--- config.mk ---
export PLATFORM = sky130hd
export DESIGN_NAME = hex_display_arbiter_flat
export DESIGN_NICKNAME = d
export VERILOG_FILES = /design/src/rtl/hex_display_arbiter_if.sv /design/src/rtl/hex_display_arbiter.sv /design/src/flat_wrapper.sv
export SDC_FILE = /design/constraint.sdc
export NUM_CORES = 1
export LEC_CHECK = 0
export CAP_MARGIN = 0
export CORE_MARGIN = 1
export CORE_UTILIZATION = 56
export CTS_CLUSTER_DIAMETER = 40
export DETAILED_ROUTE_END_ITERATION = 7
export GPL_ROUTABILITY_DRIVEN = 0
export PLACE_DENSITY_LB_ADDON = 0.2
export SYNTH_ARGS = -nofsm -noshare
export SYNTH_HDL_FRONTEND = slang
export SYNTH_SLANG_ARGS = --single-unit
--- constraint.sdc ---
create_clock -name clk -period 5.6 [get_ports clk]
set_input_delay 1.4 -clock clk [delete_from_list [all_inputs] [get_ports clk]]
set_output_delay 1.4 -clock clk [all_outputs]
set_load 0.01 [all_outputs]
--- src/rtl/hex_display_arbiter_if.sv ---
// rtl/hex_display_arbiter_if.sv - requester/display bundle for the hex display arbiter
interface hex_display_arbiter_if #(
  parameter int NUM_REQ = 4
);
  localparam int IW = $clog2(NUM_REQ);

  logic [NUM_REQ-1:0]   req;
  logic [8*NUM_REQ-1:0] req_data;
  logic [NUM_REQ-1:0]   grant;
  logic [NUM_REQ-1:0]   ack;
  logic [7:0]           hex_byte;
  logic [IW-1:0]        src_idx;
  logic                 busy;

  // requester side: raises requests and watches grant/ack
  modport master (
    output req, req_data,
    input  grant, ack, hex_byte, src_idx, busy
  );

  // arbiter side
  modport slave (
    input  req, req_data,
    output grant, ack, hex_byte, src_idx, busy
  );
endinterface

--- src/rtl/hex_display_arbiter.sv ---
// rtl/hex_display_arbiter.sv - round-robin sharing of one 2-digit hex display
module hex_display_arbiter #(
  parameter int         NUM_REQ      = 4,
  parameter int         DWELL_CYCLES = 50000000,
  parameter logic [7:0] IDLE_BYTE    = 8'h00
) (
  input  logic               clk,
  input  logic               rst,
  hex_display_arbiter_if.slave bus
);
  localparam int          IW         = $clog2(NUM_REQ);
  localparam logic [31:0] DWELL_LAST = 32'(DWELL_CYCLES - 1);

  typedef enum logic [1:0] {IDLE, SHOW, ACK} state_t;

  state_t             state_q, state_nxt;
  logic [NUM_REQ-1:0] grant_q, grant_nxt;
  logic [NUM_REQ-1:0] ack_q, ack_nxt;
  logic [7:0]         hex_q, hex_nxt;
  logic [IW-1:0]      src_q, src_nxt;
  logic [IW-1:0]      last_q, last_nxt;
  logic               busy_q, busy_nxt;
  logic [31:0]        cnt_q, cnt_nxt;

  logic               win_valid;
  logic [IW-1:0]      win_idx;
  logic [IW-1:0]      cand;
  int                 pos;

  // Round-robin search starting just after the last winner; scanning from the
  // far end backwards leaves the nearest requester as the final assignment.
  always_comb begin
    win_valid = 1'b0;
    win_idx   = '0;
    cand      = '0;
    pos       = 0;
    for (int k = NUM_REQ; k >= 1; k--) begin
      pos  = (int'(last_q) + k) % NUM_REQ;
      cand = IW'(pos);
      if (bus.req[cand]) begin
        win_valid = 1'b1;
        win_idx   = cand;
      end
    end
  end

  // Next-state and next-output logic; every output is registered below.
  always_comb begin
    state_nxt = state_q;
    grant_nxt = grant_q;
    ack_nxt   = ack_q;
    hex_nxt   = hex_q;
    src_nxt   = src_q;
    last_nxt  = last_q;
    busy_nxt  = busy_q;
    cnt_nxt   = cnt_q;
    case (state_q)
      IDLE: begin
        if (win_valid) begin
          state_nxt          = SHOW;
          grant_nxt          = '0;
          grant_nxt[win_idx] = 1'b1;
          busy_nxt           = 1'b1;
          src_nxt            = win_idx;
          last_nxt           = win_idx;
          hex_nxt            = bus.req_data[{win_idx, 3'b000} +: 8];
          cnt_nxt            = '0;
        end
      end
      SHOW: begin
        if (cnt_q == DWELL_LAST) begin
          state_nxt = ACK;
          grant_nxt = '0;
          ack_nxt   = grant_q;
        end else begin
          cnt_nxt = cnt_q + 32'd1;
        end
      end
      ACK: begin
        state_nxt = IDLE;
        ack_nxt   = '0;
        busy_nxt  = 1'b0;
      end
      default: begin
        state_nxt = IDLE;
        grant_nxt = '0;
        ack_nxt   = '0;
        busy_nxt  = 1'b0;
      end
    endcase
  end

  // State and output registers; reset leaves the pointer on the top requester
  // so requester 0 wins the first arbitration.
  always_ff @(posedge clk or posedge rst) begin
    if (rst) begin
      state_q <= IDLE;
      grant_q <= '0;
      ack_q   <= '0;
      hex_q   <= IDLE_BYTE;
      src_q   <= '0;
      last_q  <= IW'(NUM_REQ - 1);
      busy_q  <= 1'b0;
      cnt_q   <= '0;
    end else begin
      state_q <= state_nxt;
      grant_q <= grant_nxt;
      ack_q   <= ack_nxt;
      hex_q   <= hex_nxt;
      src_q   <= src_nxt;
      last_q  <= last_nxt;
      busy_q  <= busy_nxt;
      cnt_q   <= cnt_nxt;
    end
  end

  assign bus.grant    = grant_q;
  assign bus.ack      = ack_q;
  assign bus.hex_byte = hex_q;
  assign bus.src_idx  = src_q;
  assign bus.busy     = busy_q;
endmodule

--- src/flat_wrapper.sv ---
// flat-port wrapper written by rule: the top's interface ports become plain ports
module hex_display_arbiter_flat 
#(
  parameter int         NUM_REQ      = 4,
  parameter int         DWELL_CYCLES = 50000000,
  parameter logic [7:0] IDLE_BYTE    = 8'h00
)
  (clk, rst, bus_req, bus_req_data, bus_grant, bus_ack, bus_hex_byte, bus_src_idx, bus_busy);
  hex_display_arbiter_if #(.NUM_REQ(NUM_REQ)) bus_i ();
  input  logic clk;
  input  logic rst;
  input wire logic [$bits(bus_i.req)-1:0] bus_req;
  input wire logic [$bits(bus_i.req_data)-1:0] bus_req_data;
  output wire logic [$bits(bus_i.grant)-1:0] bus_grant;
  output wire logic [$bits(bus_i.ack)-1:0] bus_ack;
  output wire logic [$bits(bus_i.hex_byte)-1:0] bus_hex_byte;
  output wire logic [$bits(bus_i.src_idx)-1:0] bus_src_idx;
  output wire logic [$bits(bus_i.busy)-1:0] bus_busy;
  assign bus_i.req = bus_req;
  assign bus_i.req_data = bus_req_data;
  assign bus_grant = bus_i.grant;
  assign bus_ack = bus_i.ack;
  assign bus_hex_byte = bus_i.hex_byte;
  assign bus_src_idx = bus_i.src_idx;
  assign bus_busy = bus_i.busy;
  hex_display_arbiter #(.NUM_REQ(NUM_REQ), .DWELL_CYCLES(DWELL_CYCLES), .IDLE_BYTE(IDLE_BYTE)) u_core (.clk(clk), .rst(rst), .bus(bus_i));
endmodule
Word-level counts from Yosys, hierarchy flattened
Index checks and enable logic that the tools add are counted.
{"block": "word_totals", "memories": 0, "latch_bits": 0, "reg_bits": 55, "wordCells": 69, "ram_bits": 0, "romBits": 0, "in_bits": 38}
{"block": "classes", "reduce_logical": 9, "shift": 1, "magnitude_cmp": 6, "n_addsub": 5, "muxes": 31, "n_bitwise": 3, "n_eq_ne": 6, "div": 0, "mul": 0}
{"op": "two-way mux 32 bit", "count": 2}
{"op": "one-hot mux 32 bit (2 select lines)", "count": 1}
{"op": "adder 32 x 1 -> 32 bit, second input constant", "count": 1}
{"op": "equality test 32 x 26 -> 1 bit, second input constant", "count": 1}
{"op": "variable part select 32 x 6 -> 8 bit", "count": 1}
{"op": "less-than comparator 2 x 3 -> 1 bit, second input constant", "count": 5}
{"op": "two-way mux 2 bit", "count": 6}
{"op": "two-way mux 4 bit", "count": 3}
{"op": "one-hot mux 4 bit (3 select lines)", "count": 1}
{"op": "two-way mux 1 bit", "count": 10}
{"op": "binary-select mux 1 bit (select 2 bit)", "count": 4}
{"op": "one-hot mux 4 bit (2 select lines)", "count": 1}
{"op": "AND reduction 2 bit", "count": 4}
{"op": "AND reduction 3 bit", "count": 2}
{"op": "adder 2 x 1 -> 2 bit, second input constant", "count": 2}
{"op": "adder 2 bit, second input constant", "count": 2}
{"op": "inequality test 2 x 1 -> 1 bit, second input constant", "count": 2}
{"op": "one-hot mux 2 bit (2 select lines)", "count": 1}
{"op": "inverter 1 bit", "count": 3}
{"op": "demux 1 bit (select 2 bit)", "count": 1}
{"op": "equality test 2 x 1 -> 1 bit, second input constant", "count": 1}
{"op": "equality test 2 bit, second input constant", "count": 1}
{"op": ">= comparator 2 x 1 -> 1 bit, second input constant", "count": 1}
{"op": "logical NOT 2 bit", "count": 1}
{"op": "other kinds (4)", "count": 4}

Depth between registers and ports, before layout
Gate-level depths: netlist of run 1.
{"block": "logic_depth", "ltp_word": 13, "ltp_mapped": 9, "depth_no_buf": 6}

Least setup slack after synthesis of run 1
No wires, ideal clock.
{"block": "synth_timing", "path_kind": "in2reg", "from": "input bus_req[0]", "to": "register u_core.hex_q[0] (netlist: u_core.bus.hex_byte[0])", "slack_ns": 2.908, "arrival_time_ns": 2.554, "path_stages": 5, "cell_sequence": "a21o_1 > a31oi_2 > buf_2 > mux2i_1 > o221ai_1"}
{"block": "synth_via", "elab_chain_cells": 7, "word_cells_on_any_way": 18, "cone_classes": "1 x shift; 16 x mux; 1 x reduce/logical"}
{"element": "start, declared", "line_no": "flat_wrapper.sv:12", "source": "input wire logic [$bits(bus_i.req)-1:0] bus_req;"}
{"element": "binary-select mux 1 bit (select 2 bit)", "line_no": "hex_display_arbiter.sv:40", "source": "if (bus.req[cand]) begin"}
{"element": "two-way mux 1 bit (implied by the code)", "line_no": "hex_display_arbiter.sv:40"}
{"element": "two-way mux 2 bit / two-way mux 1 bit (equally long branches) (4 in a row)", "line_no": "hex_display_arbiter.sv:40"}
{"element": "variable part select 32 x 6 -> 8 bit / AND reduction 2 bit (equally long branches)"}
{"element": "end signal, assigned", "line_no": "hex_display_arbiter.sv:109", "source": "hex_q <= hex_nxt;"}
{"element": "end, declared", "line_no": "hex_display_arbiter.sv:19", "source": "logic [7:0] hex_q, hex_nxt;"}
Several ways; a longest one is shown, not always the timed one. The select of a mux whose other input is x is not followed.
A chain may end at the register's enable or synchronous reset.

Worst setup path after layout of run 1
{"block": "layout_timing", "from": "input bus_req[3]", "to": "register u_core.hex_q[0] (netlist: u_core.bus.hex_byte[0])"}
The elaborated chain is that of the path after synthesis.

==> results of run 1 <==
[worst max-delay path, stage by stage]
cell and delay (ps):
clkdlybuf4s50_1 540, nor4_1 100, nor3_2 820, buf_4 360
nand2_1 230, o221ai_1 220
[sequential cells by signal, indices dropped and copies added, names as in the netlist]
name and count:
u_core.bus.busy 1, u_core.bus.src_idx 2, u_core.last_q 2, u_core.bus.ack 4, u_core.bus.grant 4, u_core.bus.hex_byte 8
u_core.cnt_q 32, u_core.state_q 2
[routing by layer]
layer  global-route usage  vias to the layer above
li1                     -                     1223
met1                0.367                     1205
met2                0.418                       62
met3               0.0447                       11
met4               0.0755                        0
met5                    0                        -
[power by group]
group / switching (mW) / total, mW / leakage, nW / internal, mW
Combinational: 0.0493 / 0.117 / 0.807 / 0.0678
Sequential: 0.0210 / 0.439 / 0.684 / 0.418
Clock: 0.129 / 0.259 / 0.0502 / 0.131
[cells by family after synthesis]
kind of cell / count (synthesis)
mux: 23
compound gates: 61
fa+ha+maj: 1
flops: 55
simple gates: 124
buf+inv: 23
xor+xnor: 12
[layout by cell type, fill, tap and decap left out, types with 9 or more instances in the layout]
cell,count
dfrtp_1,53
nor2_1,19
nand2_1,27
or3_1,9
o21ai_0,14
a21oi_1,12
xnor2_1,11
clkdlybuf4s50_1,56
mux2i_1,22
nand3_1,10
nor4_1,11
nand4_1,11
[stage by stage]
step	cell area, sq um	hold slack (ps)
2_1_floorplan	2950	440
3_3_place_gp	3540	464
3_5_place_dp	3540	478
4_1_cts	3650	495
5_1_grt	3650	518
6_report	3650	491
[final cells by class]
class                   instances  share of cell area
flip-flops and latches         55               0.378
multi-input cells             221               0.404
well taps                      70              0.0240
repair buffers                 58               0.158
clock inverters                 2              0.0103
clock buffers                   5              0.0189
inverters                       7             0.00720
[how the worst max path moves through the flow]
stage	slack, ps	to	cells after the start	start
after floorplan	2860	u_core.bus.ack[0]$_DFFE_PP0P_	1	rst
after global placement	1920	u_core.bus.hex_byte[5]$_DFFE_PP0P_	6	bus_req[3]
after detailed placement	1780	u_core.bus.hex_byte[5]$_DFFE_PP0P_	6	bus_req[3]
after CTS	2120	u_core.bus.hex_byte[5]$_DFFE_PP0P_	6	bus_req[3]
after global routing	1910	u_core.bus.hex_byte[3]$_DFFE_PP0P_	6	bus_req[3]
final	2140	u_core.bus.hex_byte[0]$_DFFE_PP0P_	6	bus_req[3]
==> flow_summary.json, run 1 <==
{
  "ff_latch_area_sq_um": 1380,
  "r2r_slack_ps": 3030,
  "postCtsSetupBuffers": 0,
  "ys_ff_latch": 55,
  "slew_headroom": 0.173,
  "cts.sinks": 55,
  "placedCellCount": 411,
  "cts.reportedPaths.clkPinSlew_ps": 100,
  "ioPinCount": 57,
  "yosysWarnings": 0,
  "routedWlPerCell_microns": 16.3,
  "setup_tns_ps": 0,
  "numPortBuffers": 56,
  "cts_made_buffers": 5,
  "area_delta_synth_final_pct": 23.9,
  "ys_seq_area_frac": 0.468,
  "min_from": "u_core.cnt_q[6]$_DFFE_PP0P_",
  "die_area_sq_um": 5550,
  "overflow": 0,
  "leakage_nw": 1.54,
  "yosys.cell_types.count": 48,
  "max_cap_viol_count": 0,
  "ys_async_sr_fraction": 1.00,
  "nets": 387,
  "core_area_sq_um": 5070,
  "synth.area.top_cells": "dfrtp_1 45%, mux2i_1 7.5%, nand2_1 3.4%",
  "wirelength_microns": 6810,
  "synthCells": 299,
  "synthXorXnorAreaFrac": 0.0357,
  "cts.path.max_buffers": 2,
  "postCtsHoldBufs": 0,
  "worst_pin_slew_ps": 1240,
  "n_antenna_cell": 0,
  "vias": 2501,
  "synth_edf_count": 0,
  "vias_per_cell": 5.98,
  "grt_setup_unrepaired": "no",
  "final_hold_viol_count": 0,
  "criticalPathCategory": "input pin to flop",
  "top_layer_used": "met4",
  "multi_input_area_sq_um": 1480,
  "hold_path_depth": 1,
  "synth_top_family_by_area": "simple AND/OR/NAND/NOR gates",
  "grt_max_degree": 56,
  "firstDrtPassIters": 4,
  "min_period_ps": 3460,
  "dr_wl_met3_microns": 293,
  "fmax_ghz": 0.289,
  "stdcell_count": 418,
  "wl_met1_microns": 3060,
  "setup_violations": 0,
  "clk-insertion-delay-late_ps": 310,
  "fp-row-count": 26,
  "syn_area_per_cell_sq_um": 9.85,
  "yosys.area_share.simple": 0.237,
  "antenna_found_initial": 0,
  "num-fill-cells": 390,
  "dr.first_iter.drc_count": 157,
  "post-route-period-util": 0.617,
  "grt_pass1_vias": 2265,
  "r2r_end": "u_core.cnt_q[31]$_DFFE_PP0P_",
  "hpwl_microns": 4810,
  "cp_data_arrival_time_ps": 3670,
  "drive_gt1_frac": 0.0603,
  "ir_drop_mv": 0.160,
  "grt_usage": 0.261,
  "initial_utilization": 0.580,
  "drv_slew": 0,
  "fp.dieH_microns": 74.5,
  "worstPathRequired_ps": 5820,
  "path_max_fanout": 17,
  "p_per_area_nw_per_um2": 224,
  "syn_nets": 338,
  "critPathLaunchType": "input pin",
  "dr_wl_met2_microns": 3360,
  "yosys-top-cells-count": "53 x dfrtp_1, 27 x nand2_1, 22 x mux2i_1",
  "syn_area_sq_um": 2950,
  "end_kind": "flop",
  "drcViolationCount": 0,
  "min_to": "u_core.cnt_q[6]$_DFFE_PP0P_",
  "clk_root_buffer_cell": "clkbuf_8",
  "r2r_cells": 5,
  "synth_compound_area_frac": 0.144,
  "synth_most_common_cell": "dfrtp_1",
  "htree_levels": 2,
  "cts_resized": 0,
  "clock_skew_ps": 9.62,
  "worst_slack_ps": 2140,
  "synth_top_area_share": 0.450,
  "grt_pass1_wl_microns": 10900,
  "r2r_start": "u_core.cnt_q[3]$_DFFE_PP0P_",
  "power.total_mw": 0.816,
  "fp.dieW_microns": 74.5,
  "synthAdderAreaFrac": 0.00425,
  "synth_flop_cell": "dfrtp_1",
  "cts_tree": "done",
  "dp_slack_ps": 1780,
  "ant_nets": 0,
  "yosys.area.top_type": "dfrtp_1",
  "muxShareOfSynthArea": 0.0786,
  "hold_path_class": "flop to flop",
  "fin_util": 0.719,
  "status": "complete, no violations"
}
Power figures use the tool's default switching activity.
==> run 2: changes to the inputs <==
CORE_UTILIZATION = 52   (was 56)
clock period = 3.25 ns   (was 5.6 ns; I/O delays follow)
==> flow_summary.json, run 2 (synthesis results as in run 1) <==
{
  "worst_slack_ps": 762,
  "final_hold_viol_count": 0,
  "ff_latch_area_sq_um": 1380,
  "numPortBuffers": 56,
  "fp-row-count": 27,
  "postCtsSetupBuffers": 0,
  "worst_pin_slew_ps": 763,
  "setup_tns_ps": 0,
  "ir_drop_mv": 0.216,
  "ioPinCount": 57,
  "r2r_cells": 4,
  "largest_reg_flops": 32,
  "slowest_stage": "clkdlybuf4s50_1",
  "min_to": "u_core.cnt_q[6]$_DFFE_PP0P_",
  "cts.sinks": 55,
  "path_max_fanout": 5,
  "n_antenna_cell": 0,
  "post-route-period-util": 0.765,
  "cts.reportedPaths.clkPinSlew_ps": 110,
  "clk_root_buffer_cell": "clkbuf_8",
  "cp_data_arrival_time_ps": 2700,
  "antenna_found_initial": 0,
  "hold_path_depth": 1,
  "fp.dieH_microns": 77.3,
  "area_delta_synth_final_pct": 24.4,
  "status": "complete, no violations",
  "drcViolationCount": 0,
  "r2r_start": "u_core.state_q[1]$_DFFE_PP0P_",
  "vias_per_cell": 6.01,
  "multi_input_area_sq_um": 1480,
  "critical_path_buf_inv_count": 1,
  "regMostFlops": "u_core.cnt_q",
  "core_area_sq_um": 5470,
  "worstPathRequired_ps": 3460,
  "cts_made_buffers": 5,
  "cts_resized": 0,
  "worstSetupStartpoint": "bus_req[2]",
  "cts.path.max_buffers": 2,
  "nets": 391,
  "clk-insertion-delay-late_ps": 310,
  "ant_nets": 0,
  "grt_max_degree": 39,
  "critPathLaunchType": "input pin",
  "die_area_sq_um": 5970,
  "routedWlPerCell_microns": 15.9,
  "min_period_ps": 2490,
  "cpPeakStageDelay_ps": 520,
  "slew_headroom": 0.490,
  "htree_levels": 2,
  "fp.dieW_microns": 77.3,
  "criticalPathCategory": "input pin to flop",
  "initial_utilization": 0.538,
  "dp_slack_ps": 431,
  "firstDrtPassIters": 4,
  "grt_pass1_vias": 2480,
  "p_per_area_nw_per_um2": 366,
  "fmax_ghz": 0.402,
  "path_cells": "clkdlybuf4s50_1 -> nand2b_1 -> a21boi_0 -> o21ba_2 -> mux2_2 -> a221o_1",
  "drv_slew": 0,
  "clock_skew_ps": 12.3,
  "num-fill-cells": 448,
  "grt_setup_unrepaired": "no",
  "grt_pass1_wl_microns": 11500,
  "vias": 2554,
  "min_from": "u_core.cnt_q[6]$_DFFE_PP0P_",
  "grt_usage": 0.241,
  "r2r_slack_ps": 900,
  "hold_path_class": "flop to flop",
  "critPathTopFamily": "compound AO/OA/AOI/OAI gates",
  "max_cap_viol_count": 0,
  "overflow": 0,
  "r2r_end": "u_core.cnt_q[17]$_DFFE_PP0P_",
  "cts_tree": "done",
  "hpwl_microns": 4900,
  "dr.first_iter.drc_count": 202,
  "end_kind": "flop",
  "layout_commonest_cell": "clkdlybuf4s50_1",
  "postCtsHoldBufs": 0,
  "mostFrequentLayoutCells": "56 x clkdlybuf4s50_1, 53 x dfrtp_1, 27 x nand2_1, 22 x mux2i_1, 19 x nor2_1",
  "leakage_nw": 1.55,
  "drive_gt1_frac": 0.0737,
  "wirelength_microns": 6770,
  "setup_violations": 0
}
-- run 2: changes by cell type in the layout (fill, tap and decap cells not counted) --
cell        delta
buf_4          +4
bufinv_16      -1
clkinv_2       +1
clkinvlp_4     +1
-- run 2: per-layer routing --
layer  track usage  up-vias  share of wire
met2         0.396       77           0.49
met4        0.0755        0          0.011
met5             0        -              0
met3        0.0500        8          0.049
li1              -     1220              -
met1         0.318     1249           0.45
-- run 2: cell type report --
cell class | count | share of cell area
clock inverter | 3 | 0.00546
sequential | 55 | 0.376
tap | 72 | 0.0246
timing repair buffer | 62 | 0.165
multi-input combinational | 221 | 0.403
inverter | 7 | 0.00717
clock buffer | 5 | 0.0188
-- run 2: worst max path at each step --
stage | endpoint | slack, ps | depth (start not counted)
finish | u_core.bus.hex_byte[7]$_DFFE_PP0P_ | 760 | 6
global route | u_core.bus.hex_byte[7]$_DFFE_PP0P_ | 700 | 6
CTS | u_core.bus.hex_byte[7]$_DFFE_PP0P_ | 770 | 6
detailed placement | u_core.bus.hex_byte[7]$_DFFE_PP0P_ | 430 | 6
global placement | u_core.bus.hex_byte[7]$_DFFE_PP0P_ | 570 | 6
floorplan | u_core.bus.ack[0]$_DFFE_PP0P_ | 1100 | 1
-- run 2: worst register-to-register path: cells and delay by family (launching register included) --
kind,cells,cell delay [ps]
AND/OR/NAND/NOR,2,1060
AO/OA/AOI/OAI,2,690
flip-flops,1,510
-- run 2: where the power goes --
group          internal, mW  leakage, nW  switching, mW
clock network         0.151       0.0402          0.232
logic                 0.118        0.825         0.0853
registers             0.721        0.684         0.0343
-- run 2: metrics by stage --
stage               power, mW  cells   util  hold slack [ps]  instance area, sq um
finish                   1.34    425  0.670              472                  3660
global route             1.40    425  0.670              524                  3660
CTS                      1.35    425  0.670              477                  3660
detailed placement      0.972    417  0.653              464                  3580
global placement        0.966    417  0.653              452                  3580
floorplan               0.866    299      -              440                  2950
